### src/rtl/seq_sub_pkg.sv
// Shared types and defaults for the bit-serial subtractor.
package seq_sub_pkg;

    typedef enum logic [1:0] {
        IDLE = 2'd0,
        RUN  = 2'd1,
        DONE = 2'd2
    } state_t;

    localparam int DEF_W = 4;

endpackage

### src/rtl/seq_sub_if.sv
// Request/result bundle of seq_sub: operands in, handshake and result out.
interface seq_sub_if
    import seq_sub_pkg::*;
#(
    parameter int W = DEF_W
) ();

    logic         start;
    logic [W-1:0] a;
    logic [W-1:0] b;
    logic         bi;
    logic         busy;
    logic         done;
    logic [W-1:0] d;
    logic         bo;

    modport master (output start, a, b, bi, input busy, done, d, bo);
    modport slave  (input start, a, b, bi, output busy, done, d, bo);

endinterface

### src/rtl/seq_sub_fs_bit.sv
// One-bit full subtractor from primitive gates: D = X ^ Y ^ Bi, Bo = ~X&Y | ~(X^Y)&Bi.
module fs_bit (
    output wire Bo,
    output wire D,
    input  wire X,
    input  wire Y,
    input  wire Bi
);

    wire xy_s;
    wire nx_s;
    wire nxy_s;
    wire gen_s;
    wire prop_s;

    xor u_x1 (xy_s, X, Y);
    xor u_x2 (D, xy_s, Bi);
    not u_n1 (nx_s, X);
    not u_n2 (nxy_s, xy_s);
    and u_a1 (gen_s, nx_s, Y);
    and u_a2 (prop_s, nxy_s, Bi);
    or  u_o1 (Bo, gen_s, prop_s);

endmodule

### src/rtl/seq_sub.sv
// Bit-serial W-bit subtractor: one fs_bit cell walks the operands LSB first,
// framed by a start/busy/done handshake.
module seq_sub
    import seq_sub_pkg::*;
#(
    parameter int W = DEF_W
) (
    input  logic     clk,
    input  logic     rst_n,
    seq_sub_if.slave bus
);

    localparam int          CW       = (W > 1) ? $clog2(W) : 1;
    localparam logic [CW-1:0] CNT_LAST = CW'(W - 1);
    localparam logic [CW-1:0] CNT_ZERO = CW'(32'd0);
    localparam logic [CW-1:0] CNT_ONE  = CW'(32'd1);

    state_t        state_r;
    state_t        state_s;
    logic          accept_s;
    logic          last_s;
    logic [W-1:0]  a_sh_r;
    logic [W-1:0]  b_sh_r;
    logic [W-1:0]  res_r;
    logic [W-1:0]  d_r;
    logic          borrow_r;
    logic          bo_r;
    logic          busy_r;
    logic          done_r;
    logic [CW-1:0] cnt_r;
    wire           diff_s;
    wire           borrow_s;

    fs_bit u_fs_bit (
        .Bo (borrow_s),
        .D  (diff_s),
        .X  (a_sh_r[0]),
        .Y  (b_sh_r[0]),
        .Bi (borrow_r)
    );

    // Next-state decode; accept_s marks an edge that captures new operands.
    always_comb begin
        state_s  = state_r;
        accept_s = 1'b0;
        last_s   = 1'b0;
        case (state_r)
            IDLE: begin
                if (bus.start) begin
                    state_s  = RUN;
                    accept_s = 1'b1;
                end else begin
                    state_s = IDLE;
                end
            end
            RUN: begin
                if (cnt_r == CNT_ZERO) begin
                    state_s = DONE;
                    last_s  = 1'b1;
                end else begin
                    state_s = RUN;
                end
            end
            DONE: begin
                if (bus.start) begin
                    state_s  = RUN;
                    accept_s = 1'b1;
                end else begin
                    state_s = IDLE;
                end
            end
            default: begin
                state_s = IDLE;
            end
        endcase
    end

    // State register with busy/done registered from the upcoming state.
    always_ff @(posedge clk) begin
        if (!rst_n) begin
            state_r <= IDLE;
            busy_r  <= 1'b0;
            done_r  <= 1'b0;
        end else begin
            state_r <= state_s;
            busy_r  <= (state_s == RUN);
            done_r  <= (state_s == DONE);
        end
    end

    // Operand capture, per-bit shifting and the all-at-once result update.
    always_ff @(posedge clk) begin
        if (!rst_n) begin
            a_sh_r   <= {W{1'b0}};
            b_sh_r   <= {W{1'b0}};
            res_r    <= {W{1'b0}};
            d_r      <= {W{1'b0}};
            borrow_r <= 1'b0;
            bo_r     <= 1'b0;
            cnt_r    <= CNT_ZERO;
        end else if (accept_s) begin
            a_sh_r   <= bus.a;
            b_sh_r   <= bus.b;
            borrow_r <= bus.bi;
            res_r    <= {W{1'b0}};
            cnt_r    <= CNT_LAST;
        end else if (state_r == RUN) begin
            a_sh_r   <= {1'b0, a_sh_r[W-1:1]};
            b_sh_r   <= {1'b0, b_sh_r[W-1:1]};
            borrow_r <= borrow_s;
            res_r    <= {diff_s, res_r[W-1:1]};
            if (last_s) begin
                // d is published whole so it never shows a half-built value
                d_r  <= {diff_s, res_r[W-1:1]};
                bo_r <= borrow_s;
            end else begin
                cnt_r <= cnt_r - CNT_ONE;
            end
        end else begin
            cnt_r <= cnt_r;
        end
    end

    assign bus.busy = busy_r;
    assign bus.done = done_r;
    assign bus.d    = d_r;
    assign bus.bo   = bo_r;

endmodule
### src/flat_wrapper.sv
// flat-port wrapper written by rule: the top's interface ports become plain ports
module seq_sub_flat import seq_sub_pkg::*;
#(
    parameter int W = DEF_W
)
  (clk, rst_n, bus_start, bus_a, bus_b, bus_bi, bus_busy, bus_done, bus_d, bus_bo);
  seq_sub_if #(.W(W)) bus_i ();
  input  logic clk;
  input  logic rst_n;
  input wire logic [$bits(bus_i.start)-1:0] bus_start;
  input wire logic [$bits(bus_i.a)-1:0] bus_a;
  input wire logic [$bits(bus_i.b)-1:0] bus_b;
  input wire logic [$bits(bus_i.bi)-1:0] bus_bi;
  output wire logic [$bits(bus_i.busy)-1:0] bus_busy;
  output wire logic [$bits(bus_i.done)-1:0] bus_done;
  output wire logic [$bits(bus_i.d)-1:0] bus_d;
  output wire logic [$bits(bus_i.bo)-1:0] bus_bo;
  assign bus_i.start = bus_start;
  assign bus_i.a = bus_a;
  assign bus_i.b = bus_b;
  assign bus_i.bi = bus_bi;
  assign bus_busy = bus_i.busy;
  assign bus_done = bus_i.done;
  assign bus_d = bus_i.d;
  assign bus_bo = bus_i.bo;
  seq_sub #(.W(W)) u_core (.clk(clk), .rst_n(rst_n), .bus(bus_i));
endmodule
### config.mk
export PLATFORM = sky130hd
export DESIGN_NAME = seq_sub_flat
export DESIGN_NICKNAME = d
export VERILOG_FILES = /design/src/rtl/seq_sub_pkg.sv /design/src/rtl/seq_sub_if.sv /design/src/rtl/seq_sub_fs_bit.sv /design/src/rtl/seq_sub.sv /design/src/flat_wrapper.sv
export SDC_FILE = /design/constraint.sdc
export NUM_CORES = 1
export LEC_CHECK = 0
export ABC_AREA = 1
export CORE_AREA = 2 2 48 50
export CTS_CLUSTER_SIZE = 30
export DETAILED_ROUTE_END_ITERATION = 8
export DIE_AREA = 0 0 50 52
export PLACE_DENSITY = 0.79
export SYNTH_ARGS = -nofsm -noshare
export SYNTH_HDL_FRONTEND = slang
export SYNTH_SLANG_ARGS = --single-unit
### constraint.sdc
create_clock -name clk -period 1.2 [get_ports clk]
set_input_delay 0.36 -clock clk [delete_from_list [all_inputs] [get_ports clk]]
set_output_delay 0.36 -clock clk [all_outputs]
set_load 0.01 [all_outputs]
==> summary.txt <==
Cells and area
  • Number of diodes: 0
  • Nets: 177
  • Ratio of cells with drive above 1 in the final layout: 30.2%
  • Most frequent standard cell in the layout excluding fill and tap cells: nand2_1
  • Post-route cell area: 1290 um^2
  • Layout-stage area growth over the synthesis result: 31.3%
  • Non-filler cells, final: 190
  • Commonest non-fill, non-tap cells in the layout: nand2_1, nand3_1, nor2_1, dfxtp_1

Setup path
  • R2r startpoint: u_core.a_sh_r[0]
  • Cell with the biggest individual delay on the critical path: fa_1
  • Endpoint required time on the critical path: 1460 ps
  • Cell chain of the critical path: fa_1, nand2_1, a21oi_2
  • End of the worst register-to-register path: u_core.res_r[3]
  • Data arrival time of the critical path: 1410 ps
  • Minimum setup slack among reg-to-reg paths: 50 ps
  • Crit path max-delay family: adder cells
  • Startpoint-to-endpoint class of the critical path: reg2reg
  • Number of cell instances on the worst register-to-register path: 3
  • Buffer and inverter count on the worst path: 0
  • Top fanout value on the critical path: 2
  • Worst stage delay on the critical path: 570 ps
  • Kind of start point of the critical path: register
  • Critical Path Sink Type: register

Clock network
  • Root buffer selected by CTS: clkbuf_4
  • Post-CTS Hold Fix Bufs: 0
  • Number of buffers created by CTS: 3
  • Number of H-tree branching levels: 1
  • TritonCTS clock tree: done
  • Buffer levels on the longest clock path: 2
  • Clock latency at the later pin of the worst-skew pair: 320 ps
  • Reg clk slew, reported paths: 120 ps
  • Clk sinks: 23

Power
  • Fraction of power spent switching nets: 30.9%
  • Power density relative to cell area: 1300 nW/um^2
  • Register share of total power: 52.6%
  • Proportion of power drawn by the clock network: 21.8%
  • Cell-internal power: 0.00116 W
  • Combinational share of power: 25.6%
  • Static leakage: 0.607 nW
  • Peak ir drop on the vdd network: 0.795 mV
  • Net switching power: 0.000517 W
  • Power consumption: 0.00167 W

Placement
  • Placed cell area: 1250 um^2
  • Placed Cells incl. Taps: 185
  • Worst-case setup slack after placement: -329 ps
  • Placed wire-length estimate: 1650 um
  • Number of buffers added on ports: 18
  • Placer congestion estimate: 0.842

Drt
  • Via count normalized by instance count: 5.01
  • DRC violation count after routing: 0
  • Iter 0 DRT Violations: 18
  • ANT nets after route: 0
  • Final routed wirelength across all metal layers: 2220 um
  • Drt pass-1 iters: 5
  • Routed vias: 951
  • Routed wire per std cell: 11.7 um

Yosys
  • Synthesized-area fraction occupied by adder cells: 3.32%
  • Library cell with the largest summed area after synthesis: dfxtp_1
  • Multiplexer fraction of the synthesized cell area: 0%
  • Post-synthesis average cell area: 7.48 um^2
  • Compound-gate portion of the synthesized area: 7.15%
  • Synthesized flop and latch total: 23
  • Area contributors post-synth: dfxtp_1, nand2_1, nand3_1
  • Number of warning messages in the yosys log: 0
  • Simple-gate portion of the synthesized area: 32.6%
  • Area share of xor/xnor cells in the synthesized design: 0%
  • Combinational family with the most area after synthesis: simple AND/OR/NAND/NOR gates
  • Gate count of the mapped netlist: 131
  • Register area share after synthesis: 47.0%
  • Mapped Nets: 145
  • Area share of the leading cell type in the synthesized netlist: 47.0%
  • Count of different cell masters after synthesis: 18
  • Summed instance area of the synthesized netlist: 980 um^2

Hold path
  • Beginning of the worst hold path: u_core.res_r[1]
  • Hold Crit Class: reg2reg
  • Hold-critical path endpoint: u_core.res_r[1]
  • Cell count of the worst hold path: 2

GRT
  • First-pass GRT wire length: 3880 um
  • Initial antenna violation count: 0
  • Pin count of the biggest net entering global routing: 13
  • Vias in the first global route: 949
  • Total GRT Usage: 19.7%
  • Residual overflow from global routing: 0

STA
  • Aggregate negative setup slack: 0 ps
  • Post-route worst setup slack: 52.9 ps
  • Relative slew slack: 83.2%
  • Part of the cycle the worst path needs: 95.6%
  • Final setup violation count: 0
  • RSZ-0062 raised after global routing: true
  • Slew at the pin with the worst max-slew slack: 251 ps
  • Shortest period the worst path allows: 1150 ps
  • Number of hold violations in the final report: 0
  • Total count of max-transition violations in the final report: 0
  • Maximum clock skew at final layout: 6.91 ps
  • Highest attainable clock frequency: 872 MHz

Die
  • Chip Height: 52 um
  • Number of top-level design ports: 19
  • Floorplan Core Area: 2110 um^2
  • Row count: 17
  • Initial Utilization: 46.5%
  • Die area: 2600 um^2
  • Floorplan die width: 50 um

Run status
  • Outcome: complete, no violations

Flow run
  • Number of violations of the max-capacitance limit: 0
==> metal layers <==
layer  part of all wire, %  vias to the layer above  GRT usage [%]
met5                     0                        -              0
met3                   4.2                        6           3.45
li1                      -                      474              -
met1                    43                      441           23.1
met4                   2.6                        0           11.1
met2                    50                       30           34.0
==> cells in the mapped netlist (all sizes together) <==
| cell | n |
|---|---|
| a21oi | 11 |
| inv | 18 |
| buf | 2 |
| nand2 | 32 |
| nor3 | 2 |
| nor2 | 17 |
| nand3 | 18 |
| ha | 1 |
| clkbuf | 1 |
| fa | 1 |
| dfxtp | 23 |
| nand3b | 2 |
| o21ai | 3 |
==> cells by family (layout without fill, tap and decap cells) <==
kind of cell / Yosys count / in the layout
fa+ha+maj: 2 / 2
simple gates: 71 / 71
compound gates: 14 / 14
buf+inv: 21 / 52
flops: 23 / 23
==> per-stage QoR <==
step | hold slack (ps) | util, %
2_1_floorplan | 434 | -
3_3_place_gp | 442 | 59.2
3_5_place_dp | 457 | 59.2
4_1_cts | 474 | 59.8
5_1_grt | 484 | 61.1
6_report | 476 | 61.1
==> cell type report <==
cell class              instances  area, um^2
clock buffers                   4        26.3
well taps                      28        35.0
fillers                       191         820
flip-flops and latches         23         472
multi-input cells              87         450
repair buffers                 30         235
inverters                      18        67.6
==> sequential cells by signal (all words and copies together) (netlist names), 2 cells and up <==
register        count
u_core.res_r        3
u_core.cnt_r        2
u_core.bus.d        4
u_core.a_sh_r       4
u_core.b_sh_r       4
u_core.state_r      2
==> how the worst max path moves through the flow <==
stage / startpoint / slack (ps) / depth (start not counted) / endpoint
6_report: u_core.a_sh_r[0] / 50 / 3 / u_core.res_r[3]
5_1_grt: u_core.b_sh_r[0] / -20 / 4 / u_core.res_r[3]
4_1_cts: u_core.b_sh_r[0] / 0.8 / 4 / u_core.res_r[3]
3_5_place_dp: bus_start / -330 / 6 / u_core.a_sh_r[2]
3_3_place_gp: bus_start / -260 / 6 / u_core.a_sh_r[1]
2_1_floorplan: u_core.b_sh_r[0] / 120 / 4 / u_core.res_r[3]
==> power by group through the flow <==
stage                     registers [W]  clock network [W]  logic [W]
final                          0.000880           0.000364   0.000429
after global routing           0.000888           0.000390   0.000482
after CTS                      0.000876           0.000365   0.000407
after detailed placement       0.000891                  0   0.000417
after global placement         0.000888                  0   0.000404
after floorplan                0.000898                  0   0.000238
==> worst min-delay path, stage by stage (launching register included) <==
cell     delay [ps]
dfxtp_1         330
nand2_1          60
a21oi_1          60
==> timing repair <==
item / 4_1_cts / 5_1_grt
endpoints found under the setup margin: 9 / 14
pin swaps: 0 / 2
gates resized for setup: 35 / 14
setup buffers: 1 / 0
gates cloned: 0 / 0
Note: power is estimated with default switching activity, not from simulation.
